--- src/rtl/prelude_core.sv ---
// prelude_core: multi-cycle accumulator-style core. Each instruction takes one
// FETCH/EXEC pass. Instruction fetch goes through a req/valid memory port, and
// byte I/O goes through valid/ready handshakes on register index 7.
module prelude_core #(
  parameter int unsigned DATA_W = 8,
  parameter int unsigned ADDR_W = 8
) (
  input  logic              clk,
  input  logic              reset,
  output logic              imem_req,
  output logic [ADDR_W-1:0] imem_addr,
  input  logic              imem_valid,
  input  logic [DATA_W+1:0] imem_data,
  input  logic              in_valid,
  input  logic [DATA_W-1:0] in_data,
  output logic              in_ready,
  output logic              out_valid,
  output logic [DATA_W-1:0] out_data,
  input  logic              out_ready,
  output logic              halted
);

  typedef enum logic [2:0] {StFetch, StExec, StIoRd, StIoWr, StHalt} state_e;

  state_e            r_state;
  logic [ADDR_W-1:0] r_pc;
  logic [DATA_W+1:0] r_ir;
  logic [DATA_W-1:0] r_regs [0:6];
  logic [DATA_W-1:0] r_out_data;

  logic [1:0]        w_op;
  logic [2:0]        w_src;
  logic [2:0]        w_dst;
  logic [DATA_W-1:0] w_src_val;
  logic [DATA_W-1:0] w_calc;
  logic              w_taken;
  logic              w_r3_neg;
  logic              w_r3_zero;
  logic [ADDR_W-1:0] w_target;
  logic [ADDR_W-1:0] w_pc_inc;

  assign w_op      = r_ir[DATA_W+1:DATA_W];
  assign w_src     = r_ir[5:3];
  assign w_dst     = r_ir[2:0];
  assign w_pc_inc  = r_pc + 1'b1;
  assign w_r3_neg  = r_regs[3][DATA_W-1];
  assign w_r3_zero = (r_regs[3] == '0);

  // Branch target is r0 resized to the address width
  if (ADDR_W <= DATA_W) begin : g_target_trunc
    assign w_target = r_regs[0][ADDR_W-1:0];
  end else begin : g_target_ext
    assign w_target = {{(ADDR_W - DATA_W){1'b0}}, r_regs[0]};
  end

  // COPY source operand; index 7 is the I/O port and never read from storage
  always_comb begin
    w_src_val = '0;
    if (w_src != 3'd7) begin
      w_src_val = r_regs[w_src];
    end
  end

  // CALC result, modulo 2^DATA_W
  always_comb begin
    w_calc = '0;
    unique case (r_ir[2:0])
      3'd0: w_calc = r_regs[1] | r_regs[2];
      3'd1: w_calc = ~(r_regs[1] & r_regs[2]);
      3'd2: w_calc = ~(r_regs[1] | r_regs[2]);
      3'd3: w_calc = r_regs[1] & r_regs[2];
      3'd4: w_calc = r_regs[1] + r_regs[2];
      3'd5: w_calc = r_regs[1] - r_regs[2];
      3'd6: w_calc = r_regs[1] ^ r_regs[2];
      3'd7: w_calc = {r_regs[1][DATA_W-2:0], 1'b0};
      default: w_calc = '0;
    endcase
  end

  // Branch condition on r3 treated as signed
  always_comb begin
    w_taken = 1'b0;
    unique case (r_ir[2:0])
      3'd0: w_taken = 1'b0;
      3'd1: w_taken = w_r3_zero;
      3'd2: w_taken = w_r3_neg;
      3'd3: w_taken = w_r3_neg | w_r3_zero;
      3'd4: w_taken = 1'b1;
      3'd5: w_taken = ~w_r3_zero;
      3'd6: w_taken = ~w_r3_neg;
      3'd7: w_taken = ~w_r3_neg & ~w_r3_zero;
      default: w_taken = 1'b0;
    endcase
  end

  // Core FSM: fetch, execute, I/O handshakes and halt
  always_ff @(posedge clk or negedge reset) begin
    if (!reset) begin
      r_state    <= StFetch;
      r_pc       <= '0;
      r_ir       <= '0;
      r_out_data <= '0;
      for (int i = 0; i < 7; i++) begin
        r_regs[i] <= '0;
      end
    end else begin
      unique case (r_state)
        StFetch: begin
          if (imem_valid) begin
            r_ir    <= imem_data;
            r_state <= StExec;
          end
        end
        StExec: begin
          unique case (w_op)
            2'b00: begin
              r_regs[0] <= r_ir[DATA_W-1:0];
              r_pc      <= w_pc_inc;
              r_state   <= StFetch;
            end
            2'b01: begin
              r_regs[3] <= w_calc;
              r_pc      <= w_pc_inc;
              r_state   <= StFetch;
            end
            2'b10: begin
              if (w_src == 3'd7) begin
                r_state <= StIoRd;
              end else if (w_dst == 3'd7) begin
                r_out_data <= w_src_val;
                r_state    <= StIoWr;
              end else begin
                r_regs[w_dst] <= w_src_val;
                r_pc          <= w_pc_inc;
                r_state       <= StFetch;
              end
            end
            2'b11: begin
              if (r_ir[5]) begin
                r_state <= StHalt;
              end else begin
                r_pc    <= w_taken ? w_target : w_pc_inc;
                r_state <= StFetch;
              end
            end
            default: r_state <= StFetch;
          endcase
        end
        StIoRd: begin
          if (in_valid) begin
            if (w_dst == 3'd7) begin
              // Input forwarded straight to the output port
              r_out_data <= in_data;
              r_state    <= StIoWr;
            end else begin
              r_regs[w_dst] <= in_data;
              r_pc          <= w_pc_inc;
              r_state       <= StFetch;
            end
          end
        end
        StIoWr: begin
          if (out_ready) begin
            r_pc    <= w_pc_inc;
            r_state <= StFetch;
          end
        end
        StHalt: r_state <= StHalt;
        default: r_state <= StFetch;
      endcase
    end
  end

  // Outputs are gated by reset so they read 0 while reset is held low
  assign imem_req  = reset & (r_state == StFetch);
  assign imem_addr = r_pc;
  assign in_ready  = reset & (r_state == StIoRd) & in_valid;
  assign out_valid = reset & (r_state == StIoWr);
  assign out_data  = r_out_data;
  assign halted    = reset & (r_state == StHalt);

endmodule

--- config.mk ---
export PLATFORM = sky130hd
export DESIGN_NAME = prelude_core
export DESIGN_NICKNAME = d
export VERILOG_FILES = /design/src/rtl/prelude_core.sv
export SDC_FILE = /design/constraint.sdc
export NUM_CORES = 1
export LEC_CHECK = 0
export CAP_MARGIN = 0
export CORE_MARGIN = 1
export CORE_UTILIZATION = 49
export DETAILED_ROUTE_END_ITERATION = 8
export PLACE_DENSITY = 0.68
export SYNTH_ARGS = -nofsm -noshare
export SYNTH_HDL_FRONTEND = slang
export SYNTH_SLANG_ARGS = --single-unit
--- constraint.sdc ---
create_clock -name clk -period 3.6 [get_ports clk]
set_input_delay 0.54 -clock clk [delete_from_list [all_inputs] [get_ports clk]]
set_output_delay 0.54 -clock clk [all_outputs]
set_load 0.005 [all_outputs]
==> run summary, run 1 <==
wire length reported by the detailed router: 17.0 mm
Nets: 710
clock root buffer: clkbuf_16
Reg2Reg Capture Point: r_regs[29]
Fin. Hold Viols: 0
required time of the critical path: 3830 ps
setup TNS: 0 ps
fin crit share: 0.788
Die Area: 12,800 um^2
Worst Setup Start Kind: flip-flop
global-route wire length before repair: 27.1 mm
Die W: 113 um
final setup skew: 9.12 ps
Worst-path clk slew: 70 ps
Cell Rows: 40
Ys Warns: 0
die height: 113 um
worst hold-check path type: input port to asynchronous set/reset pin
power per cell area: 1060 nW/um^2
CP endpoint kind: flip-flop
largest net degree at the start of global routing: 70
EDFF count, synth: 0
Post-Syn Area: 6030 um^2
CTS tree: done
initial DRC count: 421
Total GRT Usage: 0.279
Max Slew Vio Count: 0
Largest stage delay, worst path: 700 ps
Worst slew margin: 0.219
antenna cells: 0
initial antenna violation count: 0
worst-skew pair later-pin latency: 350 ps
Final ANT Viol Nets: 0
critical path's top delay family: compound AO/OA/AOI/OAI gates
WP data arrival: 3070 ps
CP max FO: 16
critical path, cell by cell: nand2_1 -> nor2_1 -> a21o_1 -> inv_1 -> ha_1 -> nor2b_1 -> o31a_1 -> o21a_1 -> or3_1 -> a31oi_1 -> o211ai_1
Num CTS Buffers: 9
Max clock buf depth: 2
Synth Flop Type: dfrtp_1
Netlist cell types: 62
Routed wire per std cell: 20.9 um
overflow left after global routing: 0
detailed-route DRC error count: 0
outcome: finished, final reports clean
IO buf count: 42
Worst Max-Slew Pin Slew: 1170 ps
WS Path Type: flip-flop to flip-flop
worst r2r src: r_ir[0]
fraction of registers with async set/reset: 1.00
hold buffers post-CTS: 0
detailed placement HPWL: 12.4 mm
Power Total: 0.00727 W
postcts setup bufs: 0
sequential share of the synthesized area: 0.353
R2R depth: 11
Crit path buffers/inverters: 1
RSZ-0062 raised after global routing: no
Max Freq: 352 MHz
Sink Count: 85
Mapped Cells: 633
via-per-instance ratio: 6.27
Syn Area/Cell: 9.53 um^2
H-tree Lvls: 3
via count: 5,097
RePlAce Congestion: 0.892
PostCTS Resize Cnt: 0
Tmin final: 2840 ps
P&R area growth vs syn: 13.9%
io pins: 43
layout cell share with drive strength beyond 1: 0.177
CP max stage cell: dfrtp_1
core footprint: 12,000 um^2
peak supply drop: 0.000526 V
Final setup viols: 0
Net Count, Synth: 682
Pleak: 2.88 nW
post-synthesis register bit count: 85
vias in the first global route: 4,964
DRT Pass-1 Iters: 5
Fill cells: 1,082
Max-Cap Viols: 0
Starting Density: 0.502
FF-to-FF setup slack: 760 ps
metal layers:
metal  wire [um]  global-route usage  part of all wire
met2        8430               0.478              0.50
met5           0                   0                 0
met4         463               0.108             0.027
met1        7360               0.360              0.43
met3         763              0.0375             0.045
final cells by class:
| cell class | instances | area (um^2) | area share |
|---|---|---|---|
| Clock inverter | 6 | 52.6 | 0.00765 |
| Sequential cell | 85 | 2130 | 0.310 |
| Tap cell | 147 | 184 | 0.0268 |
| Timing Repair Buffer | 57 | 531 | 0.0772 |
| Inverter | 21 | 78.8 | 0.0115 |
| Multi-Input combinational cell | 487 | 3660 | 0.532 |
| Clock buffer | 10 | 239 | 0.0348 |
cell families (layout without fill, tap and decap cells):
family / count (synthesis) / after routing / share of synthesized area
and+or+nand+nor: 181 / 181 / 0.158
AOI/OAI and AO/OA: 170 / 170 / 0.182
muxes: 90 / 90 / 0.181
DFF: 85 / 85 / 0.353
buffers and inverters: 61 / 94 / 0.0423
adders and majority gates: 26 / 26 / 0.0552
xor gates and xnor gates: 20 / 20 / 0.0290
power breakdown:
| part | internal, W | switching (W) |
|---|---|---|
| registers | 0.00139 | 0.000575 |
| logic | 0.00200 | 0.00238 |
| clock network | 0.000498 | 0.000426 |
| total | 0.00389 | 0.00338 |
state kept, by name, summed over array words and instances, names as in the netlist:
| register | flops |
|---|---|
| imem_addr | 8 |
| w_target | 8 |
| r_ir | 10 |
| r_state | 3 |
| r_regs | 48 |
| out_data | 8 |
worst max-delay path by stage:
stage                        from     endpoint  slack (ps)  depth (start not counted)
after detailed placement  r_ir[0]   r_regs[29]         780                         11
after CTS                 r_ir[0]   r_regs[29]         780                         11
after global routing      r_ir[1]  w_target[3]         540                          7
after floorplan           r_ir[0]   r_regs[29]         630                         13
final                     r_ir[0]   r_regs[29]         760                         11
after global placement    r_ir[0]   r_regs[29]         790                         11
synthesized netlist by cell type (all sizes together), types with 7 or more instances:
| master | number | area share |
|---|---|---|
| dfrtp | 85 | 0.35 |
| mux2 | 62 | 0.12 |
| nand2 | 59 | 0.037 |
| o21ai | 58 | 0.048 |
| nor2 | 39 | 0.026 |
| a21oi | 27 | 0.022 |
| ha | 25 | 0.052 |
| clkbuf | 23 | 0.014 |
| inv | 21 | 0.013 |
| mux2i | 19 | 0.032 |
| buf | 17 | 0.015 |
| nand3 | 15 | 0.012 |
| xnor2 | 15 | 0.022 |
| a22oi | 14 | 0.017 |
| o211ai | 13 | 0.016 |
| nor2b | 11 | 0.011 |
| mux4 | 9 | 0.034 |
| nand2b | 9 | 0.0093 |
| nor3 | 9 | 0.0093 |
| a31oi | 7 | 0.0073 |
| nand3b | 7 | 0.0087 |
placed cells by master (no fill, tap or decap), types with 3 or more instances in the layout:
master / netlist / routed
nor2b_1: 11 / 11
xor2_1: 5 / 5
inv_1: 21 / 21
o21a_1: 6 / 6
or3_1: 5 / 5
dfrtp_1: 85 / 85
nand2b_1: 9 / 9
nand3b_1: 7 / 7
o22ai_1: 4 / 4
a31oi_1: 7 / 7
a22oi_1: 14 / 14
nand3_1: 15 / 15
nor2_1: 36 / 36
and3_1: 6 / 6
nor3b_4: 4 / 4
xnor2_1: 15 / 15
a211oi_1: 5 / 5
nor3_1: 8 / 8
a221oi_1: 4 / 4
o211ai_1: 13 / 13
mux4_2: 9 / 9
nor2_2: 3 / 3
a21oi_1: 27 / 27
o21ai_0: 58 / 58
clkdlybuf4s50_1: 0 / 41
mux2i_1: 19 / 19
buf_4: 0 / 16
clkbuf_16: 0 / 9
and2_1: 3 / 3
ha_1: 25 / 25
mux2_2: 62 / 62
nand2_1: 59 / 59
o221ai_1: 5 / 5
a21o_1: 5 / 5
stage by stage:
step | hold slack (ps) | setup slack [ps] | std cells | util | area (um^2)
after floorplan | 244 | 632 | 633 | - | 6030
after global placement | 441 | 786 | 797 | 0.548 | 6580
after detailed placement | 443 | 777 | 797 | 0.548 | 6580
after CTS | 72.9 | 782 | 813 | 0.572 | 6870
after global routing | 81.9 | 535 | 813 | 0.572 | 6870
final | 56.4 | 762 | 813 | 0.572 | 6870
Note: power is estimated with default switching activity, not from simulation.
==> inputs of run 2 (changes only) <==
--- a/config.mk
+++ b/config.mk
@@ -9,7 +9,7 @@
 export CORE_MARGIN = 1
 export CORE_UTILIZATION = 49
 export DETAILED_ROUTE_END_ITERATION = 8
-export PLACE_DENSITY = 0.68
+export PLACE_DENSITY = 0.71
 export SYNTH_ARGS = -nofsm -noshare
 export SYNTH_HDL_FRONTEND = slang
 export SYNTH_SLANG_ARGS = --single-unit
==> constraint.sdc (replaced) <==
create_clock -name clk -period 2.6 [get_ports clk]
set_input_delay 0.39 -clock clk [delete_from_list [all_inputs] [get_ports clk]]
set_output_delay 0.39 -clock clk [all_outputs]
set_load 0.005 [all_outputs]
==> run 2 against run 1 <==
Effect of this change: final cell count grew 3.9%; via count up 5.8%; non-clock buffer count up 32; design area grew 5.1%; sequential power rose by 30%; sequential cell count did not move; register-to-register slack worse by 680 ps; die area unchanged; sequential share of layout area decreased by 1.5 points.
==> run summary, run 2 (same netlist as run 1, synthesis figures left out) <==
Worst Setup Start Kind: flip-flop
largest net degree at the start of global routing: 55 (-21%)
Logic pwr share: 0.638 (+0.035)
layout cell share with drive strength beyond 1: 0.235 (+0.0578)
global-route wire length before repair: 27.8 mm (+2.6%)
fin cells: 845 (+3.9%)
Final Worst Setup Slack: 78.4 ps (-684 ps)
most common cell after layout, fill and taps aside: dfrtp_1
Final ANT Viol Nets: 0 (unchanged)
detailed-route DRC error count: 0 (unchanged)
Nets: 742 (+4.5%)
Worst Max-Slew Pin Slew: 809 ps (-358 ps)
detailed placement HPWL: 12.3 mm (-1.1%)
worst-skew pair later-pin latency: 360 ps (about the same)
Sequential cell area: 2130 um^2 (unchanged)
IO buf count: 42 (unchanged)
CP max FO: 5 (-11)
Cell Rows: 40 (unchanged)
antenna cells: 0 (unchanged)
power per cell area: 1500 nW/um^2 (+42%)
CP max stage cell: or4_4
wire length reported by the detailed router: 17.6 mm (+3.4%)
Die W: 113 um (unchanged)
Max-Cap Viols: 0 (unchanged)
most frequent CP cell: xnor2_1
setup TNS: 0 ps (unchanged)
Largest stage delay, worst path: 540 ps (-160 ps)
commonest non-fill, non-tap cells in the layout: 85 x dfrtp_1, 62 x mux2_2, 58 x nand2_1
Fill cells: 1,023 (-5.5%)
hold buffers post-CTS: 0 (unchanged)
WS Path Type: flip-flop to flip-flop
CTS tree: done
Worst-path clk slew: 70 ps (about the same)
max reg flops: 48 (unchanged)
Final setup viols: 0 (unchanged)
Fin. Hold Viols: 0 (unchanged)
Num CTS Buffers: 9 (unchanged)
Max Freq: 397 MHz (+13%)
initial antenna violation count: 0 (unchanged)
Largest Register: r_regs
Place WS: 9.12 ps (-768 ps)
H-tree Lvls: 3 (unchanged)
DP Cell Count: 825 (+3.5%)
clock share of power: 0.126 (about the same)
clock root buffer: clkbuf_16
outcome: finished, final reports clean
worst hold-check path type: input port to asynchronous set/reset pin
die height: 113 um (unchanged)
WP data arrival: 2760 ps (-310 ps)
Max Slew Vio Count: 0 (unchanged)
Max clock buf depth: 2 (unchanged)
P&R area growth vs syn: 19.6%
critical path, cell by cell: buf_4 -> nor3_4 -> a31oi_1 -> xnor2_1 -> ha_1 -> or4_4 -> o22ai_4 -> xnor2_1 -> a221oi_1 -> o21ai_1
required time of the critical path: 2840 ps (-990 ps)
Power Total: 0.0109 W (+49%)
CP endpoint kind: flip-flop
Pleak: 3.07 nW (+6.4%)
core footprint: 12,000 um^2 (unchanged)
vias in the first global route: 5,270 (+6.2%)
Worst slew margin: 0.455 (+0.236)
overflow left after global routing: 0 (unchanged)
final setup skew: 8.99 ps (-0.128 ps)
Psw: 0.00491 W (+45%)
via-per-instance ratio: 6.38 (+1.8%)
Routed wire per std cell: 20.8 um (-0.48%)
initial DRC count: 511 (+21%)
Starting Density: 0.502 (unchanged)
Tmin final: 2520 ps (-316 ps)
post-layout util: 0.601 (+0.0291)
io pins: 43 (unchanged)
peak supply drop: 0.000589 V (+12%)
multi-input logic area: 3730 um^2 (+2.2%)
DRT Pass-1 Iters: 5 (unchanged)
fin crit share: 0.970 (+0.182)
via count: 5,391 (+5.8%)
Switching Fraction: 0.453 (-0.0122)
Die Area: 12,800 um^2 (unchanged)
largest registers: r_regs (48), r_ir (10)
Sink Count: 85 (unchanged)
Total GRT Usage: 0.285 (+0.00589)
RePlAce Congestion: 0.913 (+2.3%)
Seq pwr share: 0.236 (-0.034)
Internal Power: 0.00594 W (+53%)
-- run 2: cell count changes in the layout (fill, tap and decap cells not counted), moves of 2 or more --
cell / delta
buf_4: +31
inv_1: -3
inv_2: +3
nor2b_1: -2
ha_1: -3
nor2b_4: +2
ha_4: +2
-- run 2: per-layer routing --
metal | vias up | track usage | wire (um)
met1 | 2676 | 0.363 | 7360
met5 | - | 0 | 0
met3 | 40 | 0.0380 | 1080
met4 | 0 | 0.137 | 528
met2 | 237 | 0.481 | 8640
li1 | 2438 | - | -
-- run 2: area by class of cell --
cell class,instances,area share
clock inverters,6,0.00971
multi-input cells,487,0.518
well taps,147,0.0255
repair buffers,89,0.109
clock buffers,10,0.0331
inverters,21,0.0109
flip-flops and latches,85,0.295
-- run 2: worst max-delay path, delay by kind of cell (launching register included) --
family	cells	cell delay (ps)
flip-flops	1	400
AND/OR/NAND/NOR	2	760
AO/OA/AOI/OAI	4	650
buffers and inverters	1	160
XOR/XNOR	2	220
adder cells (fa/ha/maj)	1	230
-- run 2: what timing repair did --
action,in CTS,in global routing
setup buffers,0,4
gates resized for setup,0,17
endpoints found under the setup margin,0,6
hold endpoints to repair,0,0
-- run 2: stage by stage --
| stage | area [um^2] | hold slack, ps |
|---|---|---|
| 6_report | 7220 | 98.7 |
| 5_1_grt | 7220 | 139 |
| 4_1_cts | 7110 | 112 |
| 3_5_place_dp | 6800 | 493 |
| 3_3_place_gp | 6800 | 480 |
| 2_1_floorplan | 6060 | 94.4 |
-- run 2: final timing paths --
kind                            slack, ps      endpoint       start  cells after the start
worst max-delay path                   80    r_regs[31]  r_regs[33]                     10
worst min-delay path                  100  imem_addr[3]       reset                      2
worst max register to register         80    r_regs[31]  r_regs[33]                     10
worst min register to register        510    r_regs[19]  r_regs[19]                      1
max in group asynchronous            1890    r_regs[17]       reset                      2
min in group clk                      510    r_regs[19]  r_regs[19]                      1
-- run 2: power by group through the flow --
stage	sequential, W	clock [W]	combinational [W]
6_report	0.00256	0.00137	0.00692
5_1_grt	0.00263	0.00143	0.00752
4_1_cts	0.00253	0.00139	0.00654
3_5_place_dp	0.00255	0	0.00648
3_3_place_gp	0.00251	0	0.00632
2_1_floorplan	0.00234	0	0.00469
==> inputs of run 3 (changes only) <==
--- a/config.mk
+++ b/config.mk
@@ -8,7 +8,10 @@
 export CAP_MARGIN = 0
 export CORE_MARGIN = 1
 export CORE_UTILIZATION = 49
+export CTS_BUF_LIST = sky130_fd_sc_hd__clkbuf_4
+export CTS_CLUSTER_DIAMETER = 50
 export DETAILED_ROUTE_END_ITERATION = 8
+export HOLD_SLACK_MARGIN = 0.15
 export PLACE_DENSITY = 0.71
 export SYNTH_ARGS = -nofsm -noshare
 export SYNTH_HDL_FRONTEND = slang
==> run 3 against run 2 <==
Effect of this change: die area unchanged; first-iteration DRC count down 6.3%; total power down 4.6%; critical endpoint is now r_regs[29]; sequential cell count unchanged.
==> run summary, run 3 (same netlist as run 1, synthesis figures left out) <==
required time of the critical path: 2940 ps (+100 ps)
detailed placement HPWL: 12.3 mm (unchanged)
core footprint: 12,000 um^2 (unchanged)
Fin. Hold Viols: 0 (unchanged)
final setup skew: 25.8 ps (+16.8 ps)
Max Freq: 390 MHz (-1.6%)
Cell Rows: 40 (unchanged)
peak supply drop: 0.000564 V (-4.3%)
DP Cell Count: 825 (unchanged)
worst-skew pair later-pin latency: 470 ps (+110 ps)
largest registers: r_regs (48), r_ir (10)
Die W: 113 um (unchanged)
outcome: finished, final reports clean
wire length reported by the detailed router: 17.3 mm (-1.8%)
clock root buffer: clkbuf_4
power per cell area: 1460 nW/um^2 (-2.8%)
Fill cells: 1,040 (+1.7%)
commonest non-fill, non-tap cells in the layout: 85 x dfrtp_1, 62 x mux2_2, 58 x nand2_1
initial DRC count: 479 (-6.3%)
fin crit share: 0.986 (+0.0157)
Pleak: 3.00 nW (-2.3%)
WS Path Type: flip-flop to flip-flop
layout cell share with drive strength beyond 1: 0.241 (+0.00647)
fin cells: 847 (+0.24%)
CP endpoint kind: flip-flop
CP max FO: 4 (-1)
Nets: 744 (+0.27%)
Max Slew Vio Count: 0 (unchanged)
Final setup viols: 0 (unchanged)
CTS tree: done
Worst Setup Start Kind: flip-flop
RePlAce Congestion: 0.913 (unchanged)
initial antenna violation count: 0 (unchanged)
via count: 5,350 (-0.76%)
setup TNS: 0 ps (unchanged)
Worst slew margin: 0.448 (-0.00721)
io pins: 43 (unchanged)
overflow left after global routing: 0 (unchanged)
Die Area: 12,800 um^2 (unchanged)
Tmin final: 2560 ps (+40.9 ps)
Place WS: 9.12 ps (unchanged)
Final Worst Setup Slack: 37.5 ps (-40.9 ps)
worst hold-check path type: input port to asynchronous set/reset pin
Num CTS Buffers: 9 (unchanged)
IO buf count: 42 (unchanged)
Worst Max-Slew Pin Slew: 819 ps (+10.7 ps)
via-per-instance ratio: 6.32 (-0.99%)
RSZ-0062 raised after global routing: yes
P&R area growth vs syn: 17.4%
Max-Cap Viols: 0 (unchanged)
antenna cells: 0 (unchanged)
die height: 113 um (unchanged)
vias in the first global route: 5,278 (+0.15%)
DRT Pass-1 Iters: 5 (unchanged)
H-tree Lvls: 3 (unchanged)
worst r2r src: r_regs[32]
Max clock buf depth: 2 (unchanged)
largest net degree at the start of global routing: 55 (unchanged)
global-route wire length before repair: 27.7 mm (-0.55%)
most common cell after layout, fill and taps aside: dfrtp_1
Starting Density: 0.502 (unchanged)
Worst-path clk slew: 160 ps (+90 ps)
hold slack: 510 ps (+412 ps)
Worst Setup SP: r_regs[32]
Sink Count: 85 (unchanged)
Final ANT Viol Nets: 0 (unchanged)
Routed wire per std cell: 20.4 um (-2.0%)
detailed-route DRC error count: 0 (unchanged)
WP data arrival: 2900 ps (+140 ps)
Total GRT Usage: 0.280 (-0.00440)
max reg flops: 48 (unchanged)
Largest Register: r_regs
## run 3: cell count changes in the layout (fill, tap and decap cells not counted), sizes merged
| cell | before | now |
|---|---|---|
| buf | 48 | 49 |
| clkinv | 1 | 2 |
| clkbuf | 10 | 9 |
| dlygate4sd3 | 0 | 1 |
## run 3: critical path: stages (launching register included)
cell	delay (ps)
dfrtp_1	450
inv_2	100
ha_4	200
a21o_1	210
inv_2	80
ha_4	190
nor2b_4	120
o31a_1	340
o21a_1	220
or3_1	300
a31oi_1	140
o211ai_1	90
## run 3: timing repair
action | in CTS | in global routing
pin swaps | 0 | 12
gates resized for setup | 1 | 22
hold endpoints to repair | 85 | 0
hold buffers | 1 | 0
setup buffers | 0 | 5
setup endpoints to repair | 1 | 7
## run 3: per-stage QoR
| stage | utilization | instance area [um^2] | total power (W) |
|---|---|---|---|
| floorplan | - | 6060 | 0.00702 |
| global placement | 0.566 | 6800 | 0.00883 |
| detailed placement | 0.566 | 6800 | 0.00904 |
| CTS | 0.579 | 6960 | 0.00990 |
| global route | 0.590 | 7080 | 0.0111 |
| finish | 0.590 | 7080 | 0.0104 |
## run 3: path summary, 6_finish.rpt
| path | end | slack (ps) | cells after the start |
|---|---|---|---|
| max | r_regs[29] | 40 | 11 |
| min | imem_addr[2] | 510 | 3 |
| max in group asynchronous | r_regs[33] | 1480 | 3 |
| min in group clk | r_regs[19] | 520 | 1 |
| max reg2reg | r_regs[29] | 40 | 11 |
| min reg2reg | r_regs[19] | 520 | 1 |
## run 3: per-layer routing
metal | GRT usage | vias up | wire [um]
li1 | - | 2453 | -
met1 | 0.360 | 2617 | 7290
met2 | 0.473 | 237 | 8360
met3 | 0.0348 | 43 | 1040
met4 | 0.133 | 0 | 614
met5 | 0 | - | 0
## run 3: area by class of cell
| class | instances | area [um^2] | area share |
|---|---|---|---|
| Multi-Input combinational cell | 487 | 3750 | 0.529 |
| Sequential cell | 85 | 2130 | 0.300 |
| Timing Repair Buffer | 91 | 805 | 0.114 |
| Tap cell | 147 | 184 | 0.0260 |
| Inverter | 21 | 78.8 | 0.0111 |
| Clock inverter | 7 | 73.8 | 0.0104 |
| Clock buffer | 9 | 67.6 | 0.00954 |
## run 3: power by group
group	switching, W	internal, W	total (W)
Clock	0.000517	0.000298	0.000816
Sequential	0.000631	0.00192	0.00255
Combinational	0.00369	0.00330	0.00699
Total	0.00484	0.00551	0.0104
